===== src/rtl/spi_pkg.sv =====
// Shared types and defaults for the single-byte SPI master (mode 0, MSB first).
package spi_pkg;

  typedef enum logic [1:0] {IDLE, SETUP, XFER, HOLD} spi_state_t;

  localparam int unsigned SPI_DATA_W_DEF  = 8;
  localparam int unsigned SPI_CLK_DIV_DEF = 2;

endpackage


===== src/rtl/spi_phase_tick.sv =====
// Half-period counter: emits a one-cycle tick on the last cycle of every CLK_DIV-cycle phase.
module spi_phase_tick #(
  parameter int unsigned CLK_DIV = 2
) (
  input  logic clk,
  input  logic rst,
  input  logic en,
  output logic tick
);

  localparam int unsigned CntW = $clog2(CLK_DIV);
  localparam logic [CntW-1:0] CntMax = CntW'(CLK_DIV - 1);

  logic [CntW-1:0] cnt_q, cnt_d;

  always_comb begin
    tick  = en && (cnt_q == CntMax);
    cnt_d = cnt_q;
    if (!en || tick) begin
      cnt_d = '0;
    end else begin
      cnt_d = cnt_q + CntW'(1);
    end
  end

  always_ff @(posedge clk) begin
    if (rst) begin
      cnt_q <= '0;
    end else begin
      cnt_q <= cnt_d;
    end
  end

endmodule


===== src/rtl/spi_master_tx_rx.sv =====
// Single-word SPI master, mode 0, MSB first. Define SPI_LOOPBACK_EN to feed the shifter
// from a registered copy of mosi instead of the miso port.
module spi_master_tx_rx
  import spi_pkg::*;
#(
  parameter int unsigned DATA_W  = SPI_DATA_W_DEF,
  parameter int unsigned CLK_DIV = SPI_CLK_DIV_DEF
) (
  input  logic              clk,
  input  logic              rst,
  input  logic              start,
  input  logic [DATA_W-1:0] tx_data,
  input  logic              miso,
  output logic              sclk,
  output logic              mosi,
  output logic              cs_n,
  output logic              busy,
  output logic              done,
  output logic [DATA_W-1:0] rx_data
);

  localparam int unsigned PhW = $clog2(2 * DATA_W + 2);
  localparam logic [PhW-1:0] LastPhase = PhW'(2 * DATA_W + 1);
  localparam logic [PhW-1:0] LastFall  = PhW'(2 * DATA_W);

  spi_state_t        state_q, state_d;
  logic [PhW-1:0]    phase_q, phase_d, phase_nx;
  logic [DATA_W-1:0] tx_sr_q, tx_sr_d;
  logic [DATA_W-1:0] rx_sr_q, rx_sr_d;
  logic [DATA_W-1:0] rx_data_q, rx_data_d;
  logic              sclk_q, sclk_d;
  logic              mosi_q, mosi_d;
  logic              done_q, done_d;
  logic              tick;
  logic              miso_int;

`ifdef SPI_LOOPBACK_EN
  logic lb_q;
  logic unused_miso;
  assign unused_miso = miso;

  always_ff @(posedge clk) begin
    if (rst) begin
      lb_q <= 1'b0;
    end else begin
      lb_q <= mosi_q;
    end
  end

  assign miso_int = lb_q;
`else
  assign miso_int = miso;
`endif

  spi_phase_tick #(
    .CLK_DIV(CLK_DIV)
  ) u_tick (
    .clk (clk),
    .rst (rst),
    .en  (state_q != IDLE),
    .tick(tick)
  );

  assign phase_nx = phase_q + PhW'(1);

  always_comb begin
    state_d   = state_q;
    phase_d   = phase_q;
    tx_sr_d   = tx_sr_q;
    rx_sr_d   = rx_sr_q;
    rx_data_d = rx_data_q;
    sclk_d    = sclk_q;
    mosi_d    = mosi_q;
    done_d    = 1'b0;

    unique case (state_q)
      IDLE: begin
        if (start) begin
          state_d = SETUP;
          phase_d = '0;
          tx_sr_d = tx_data;
          rx_sr_d = '0;
          mosi_d  = tx_data[DATA_W-1];
          sclk_d  = 1'b0;
        end
      end
      SETUP, XFER, HOLD: begin
        if (tick) begin
          if (phase_q == LastPhase) begin
            state_d   = IDLE;
            phase_d   = '0;
            done_d    = 1'b1;
            rx_data_d = rx_sr_q;
            mosi_d    = 1'b0;
            sclk_d    = 1'b0;
          end else if (phase_nx == LastPhase) begin
            state_d = HOLD;
            phase_d = phase_nx;
          end else begin
            state_d = XFER;
            phase_d = phase_nx;
            if (phase_nx[0]) begin
              // Rising edge: slave data has been stable for a full half-period.
              sclk_d  = 1'b1;
              rx_sr_d = {rx_sr_q[DATA_W-2:0], miso_int};
            end else begin
              sclk_d = 1'b0;
              // Final falling edge has no further bit; mosi keeps the LSB through HOLD.
              if (phase_nx != LastFall) begin
                tx_sr_d = {tx_sr_q[DATA_W-2:0], 1'b0};
                mosi_d  = tx_sr_q[DATA_W-2];
              end
            end
          end
        end
      end
      default: state_d = IDLE;
    endcase
  end

  always_ff @(posedge clk) begin
    if (rst) begin
      state_q   <= IDLE;
      phase_q   <= '0;
      tx_sr_q   <= '0;
      rx_sr_q   <= '0;
      rx_data_q <= '0;
      sclk_q    <= 1'b0;
      mosi_q    <= 1'b0;
      done_q    <= 1'b0;
    end else begin
      state_q   <= state_d;
      phase_q   <= phase_d;
      tx_sr_q   <= tx_sr_d;
      rx_sr_q   <= rx_sr_d;
      rx_data_q <= rx_data_d;
      sclk_q    <= sclk_d;
      mosi_q    <= mosi_d;
      done_q    <= done_d;
    end
  end

  assign sclk    = sclk_q;
  assign mosi    = mosi_q;
  assign cs_n    = (state_q == IDLE);
  assign busy    = (state_q != IDLE);
  assign done    = done_q;
  assign rx_data = rx_data_q;

endmodule


===== config.mk =====
export PLATFORM = sky130hd
export DESIGN_NAME = spi_master_tx_rx
export DESIGN_NICKNAME = d
export VERILOG_FILES = /design/src/rtl/spi_pkg.sv /design/src/rtl/spi_phase_tick.sv /design/src/rtl/spi_master_tx_rx.sv
export SDC_FILE = /design/constraint.sdc
export NUM_CORES = 1
export LEC_CHECK = 0
export ABC_AREA = 1
export BUFFER_PORTS_ARGS = -buffer_cell sky130_fd_sc_hd__buf_2
export CORE_ASPECT_RATIO = 0.8
export CORE_MARGIN = 3
export CORE_UTILIZATION = 47
export DETAILED_ROUTE_END_ITERATION = 10
export PLACE_DENSITY = 0.68
export REMOVE_ABC_BUFFERS = 1
export SLEW_MARGIN = 25
export SYNTH_ARGS = -nofsm -noshare
export SYNTH_HDL_FRONTEND = slang
export SYNTH_SLANG_ARGS = --single-unit

===== constraint.sdc =====
create_clock -name clk -period 1.8 [get_ports clk]
set_clock_uncertainty 0.15 [all_clocks]
set_input_delay 0.36 -clock clk [delete_from_list [all_inputs] [get_ports clk]]
set_output_delay 0.36 -clock clk [all_outputs]
set_load 0.01 [all_outputs]

==> impl_metrics.toml <==
[status]
status = "complete, no violations"

[timing]
finalHoldViolCount = 0
timing.fmax_mhz = 580
period_share_pct = 95.8
rsz0062_at_grt = "true"
fin_crit_ps = 1720
slew_headroom_pct = 79.5
setup_violations = 0
drv_slew = 0
setup_tns_ps = 0
holdWs_ps = 182
tightest_slew_ps = 307

[synthesis]
synth-seq-cells = 34
synth.area.top_cells = "dfxtp_1 40%, nand2_1 11%, nand3_2 6.4%"
synth_cell_type_count = 28
netlist_area_um2 = 1710
synth_top_area_share_pct = 39.9
synth_largest_area_cell = "dfxtp_1"
avgSynthCellArea_um2 = 7.76
seq_area_frac_synth_pct = 39.9
yosysWarnings = 0
syn_inst = 220

[cts]
cts_made_buffers = 5
cts_sinks = 34
cts_buffer_depth = 2
cts_tree = "done"
ctsHoldBuffers = 0
root_buffer = "clkbuf_8"
clk_latency_ps = 280
htree_levels = 2
clk_pin_slew_ps = 70

[final_layout]
nets = 274
drive_gt1_share_pct = 35.1
most-common-layout-cells = "51 x nand2_1, 31 x dfxtp_1, 24 x buf_2"
layout-area-overhead-vs-synth_pct = 21.6
antenna_cells = 0
postLayoutCoreUtil_pct = 63.2
mostFrequentLayoutCell = "nand2_1"
final_area_um2 = 2080
fin_cells = 299

[worst_setup_path]
cp.arrival_ps = 1210
worstSetupPathType = "reg2out"
r2r-start = "phase_q[0]"
crit_required_ps = 1290
endpoint_kind = "output port"
worst_setup_path_start_kind = "flop"
critPathMaxFanout = 10
r2r-end = "sclk"
rrSetupSlack_ps = 110
worst_r2r_path_depth = 11

[worst_hold_path]
hold_start = "tx_data[0]"
whs_endpoint = "tx_sr_q[0]"
hold_class = "in2reg"
min_path_cells = 3

[floorplan]
die-area_um2 = 4400
initial_core_util_pct = 51.9
die_y_um = 59.9
io_pins = 25
coreArea_um2 = 3290
core.rowCount = 18
die-width_um = 73.4

[placed_design]
hpwl_mm = 2.55
io_buffers = 24
dp.cells = 288
dpl-instance-area_um2 = 1910
place.gp.congestion = 0.811

[detailed_routing]
wl_per_cell_um = 11.8
drtIter0Drc = 79
ant_nets = 0
viasPerCell = 4.91
drc = 0
firstDrtPassIters = 4
wirelength_mm = 3.54
via_count = 1468

[power_and_ir_drop]
peakVddDrop_uv = 559
power_density_nw_per_um2 = 782
p_leak_uw = 0.000900

[run]
cap_viol_max_count = 0

[global_route]
track_usage_pct = 17.1
grt_pass1_wl_mm = 5.82
grt_max_degree = 17
grt_remaining_overflow = 0
antenna_found_initial = 0
grt_pass1_vias = 1265
-- state kept, by name (all words and copies together) (netlist names) --
signal / count
rx_data: 8
rx_sr_q: 8
tx_sr_q: 7
phase_q: 5
state_q: 2
done: 1
mosi: 1
sclk: 1
u_tick.cnt_q: 1
-- stage by stage --
step | power (uW) | worst slack [ps]
2_1_floorplan | 959 | 33.0
3_5_place_dp | 1050 | 3.79
4_1_cts | 1630 | 9.20
3_3_place_gp | 1050 | 70.0
5_1_grt | 1710 | -17.7
6_report | 1620 | 76.1
-- layer usage --
| layer | vias up | share of wire [%] | global-route usage (%) |
|---|---|---|---|
| met5 | - | 0 | 0 |
| met4 | 0 | 0.34 | 3.10 |
| met3 | 2 | 3.8 | 5.55 |
| met2 | 27 | 39 | 23.1 |
| met1 | 650 | 56 | 26.3 |
| li1 | 789 | - | - |
-- synth_stat cells --
cell	instances
xnor2_2	1
buf_2	1
nor2_4	4
nor2_2	4
nand2_8	1
o21ai_0	8
nand3_4	1
nand2_2	1
buf_4	1
nand2_1	52
nand3_1	21
a21oi_2	8
clkinv_1	1
nand3_2	11
inv_1	17
dfxtp_1	34
nor2_1	20
buf_6	2
nand4_1	3
nand2_4	1
inv_2	2
a21oi_1	15
clkbuf_1	3
a211oi_1	1
ha_1	4
a31oi_1	1
nor3_1	1
inv_4	1
-- worst max path at each step --
stage          cells past startpoint    endpoint       start  slack (ps)
2_1_floorplan                      8  tx_sr_q[6]  state_q[1]          30
3_3_place_gp                       9  rx_sr_q[1]  phase_q[0]          70
3_5_place_dp                       9  rx_sr_q[0]  phase_q[0]           4
4_1_cts                            9  rx_sr_q[0]  phase_q[0]           9
5_1_grt                           11        sclk  phase_q[0]         -20
6_report                           3        cs_n  state_q[1]          80
-- kinds of logic after synthesis --
family / synth area share, %
buffers and inverters: 7.47
AOI/OAI and AO/OA: 11.6
DFF: 39.9
and+or+nand+nor: 37.1
adders and majority gates: 2.93
xor gates and xnor gates: 0.953
-- worst max-delay path: stages, from the launching register on --
cell,delay (ps)
dfxtp_1,340
nor2_4,270
buf_4,190
buf_2,120
-- repair_timing --
item,in CTS,in global routing
resized for setup,0,16
pin swaps,1,3
setup endpoints to repair,2,19
buffers inserted,0,3
-- power by group --
| part | leakage [uW] | internal (uW) | switching (uW) |
|---|---|---|---|
| clock | 0.0000472 | 307 | 275 |
| combinational | 0.000576 | 89.9 | 155 |
| sequential | 0.000277 | 777 | 19.2 |
| total | 0.000900 | 1170 | 450 |
-- layout make-up --
type	instances	area (um^2)
inverters	21	83.8
well taps	40	50.0
multi-input cells	158	930
repair buffers	38	229
flip-flops and latches	34	689
clock inverters	2	12.5
fillers	295	1210
clock buffers	6	82.6
Power figures use the tool's default switching activity.
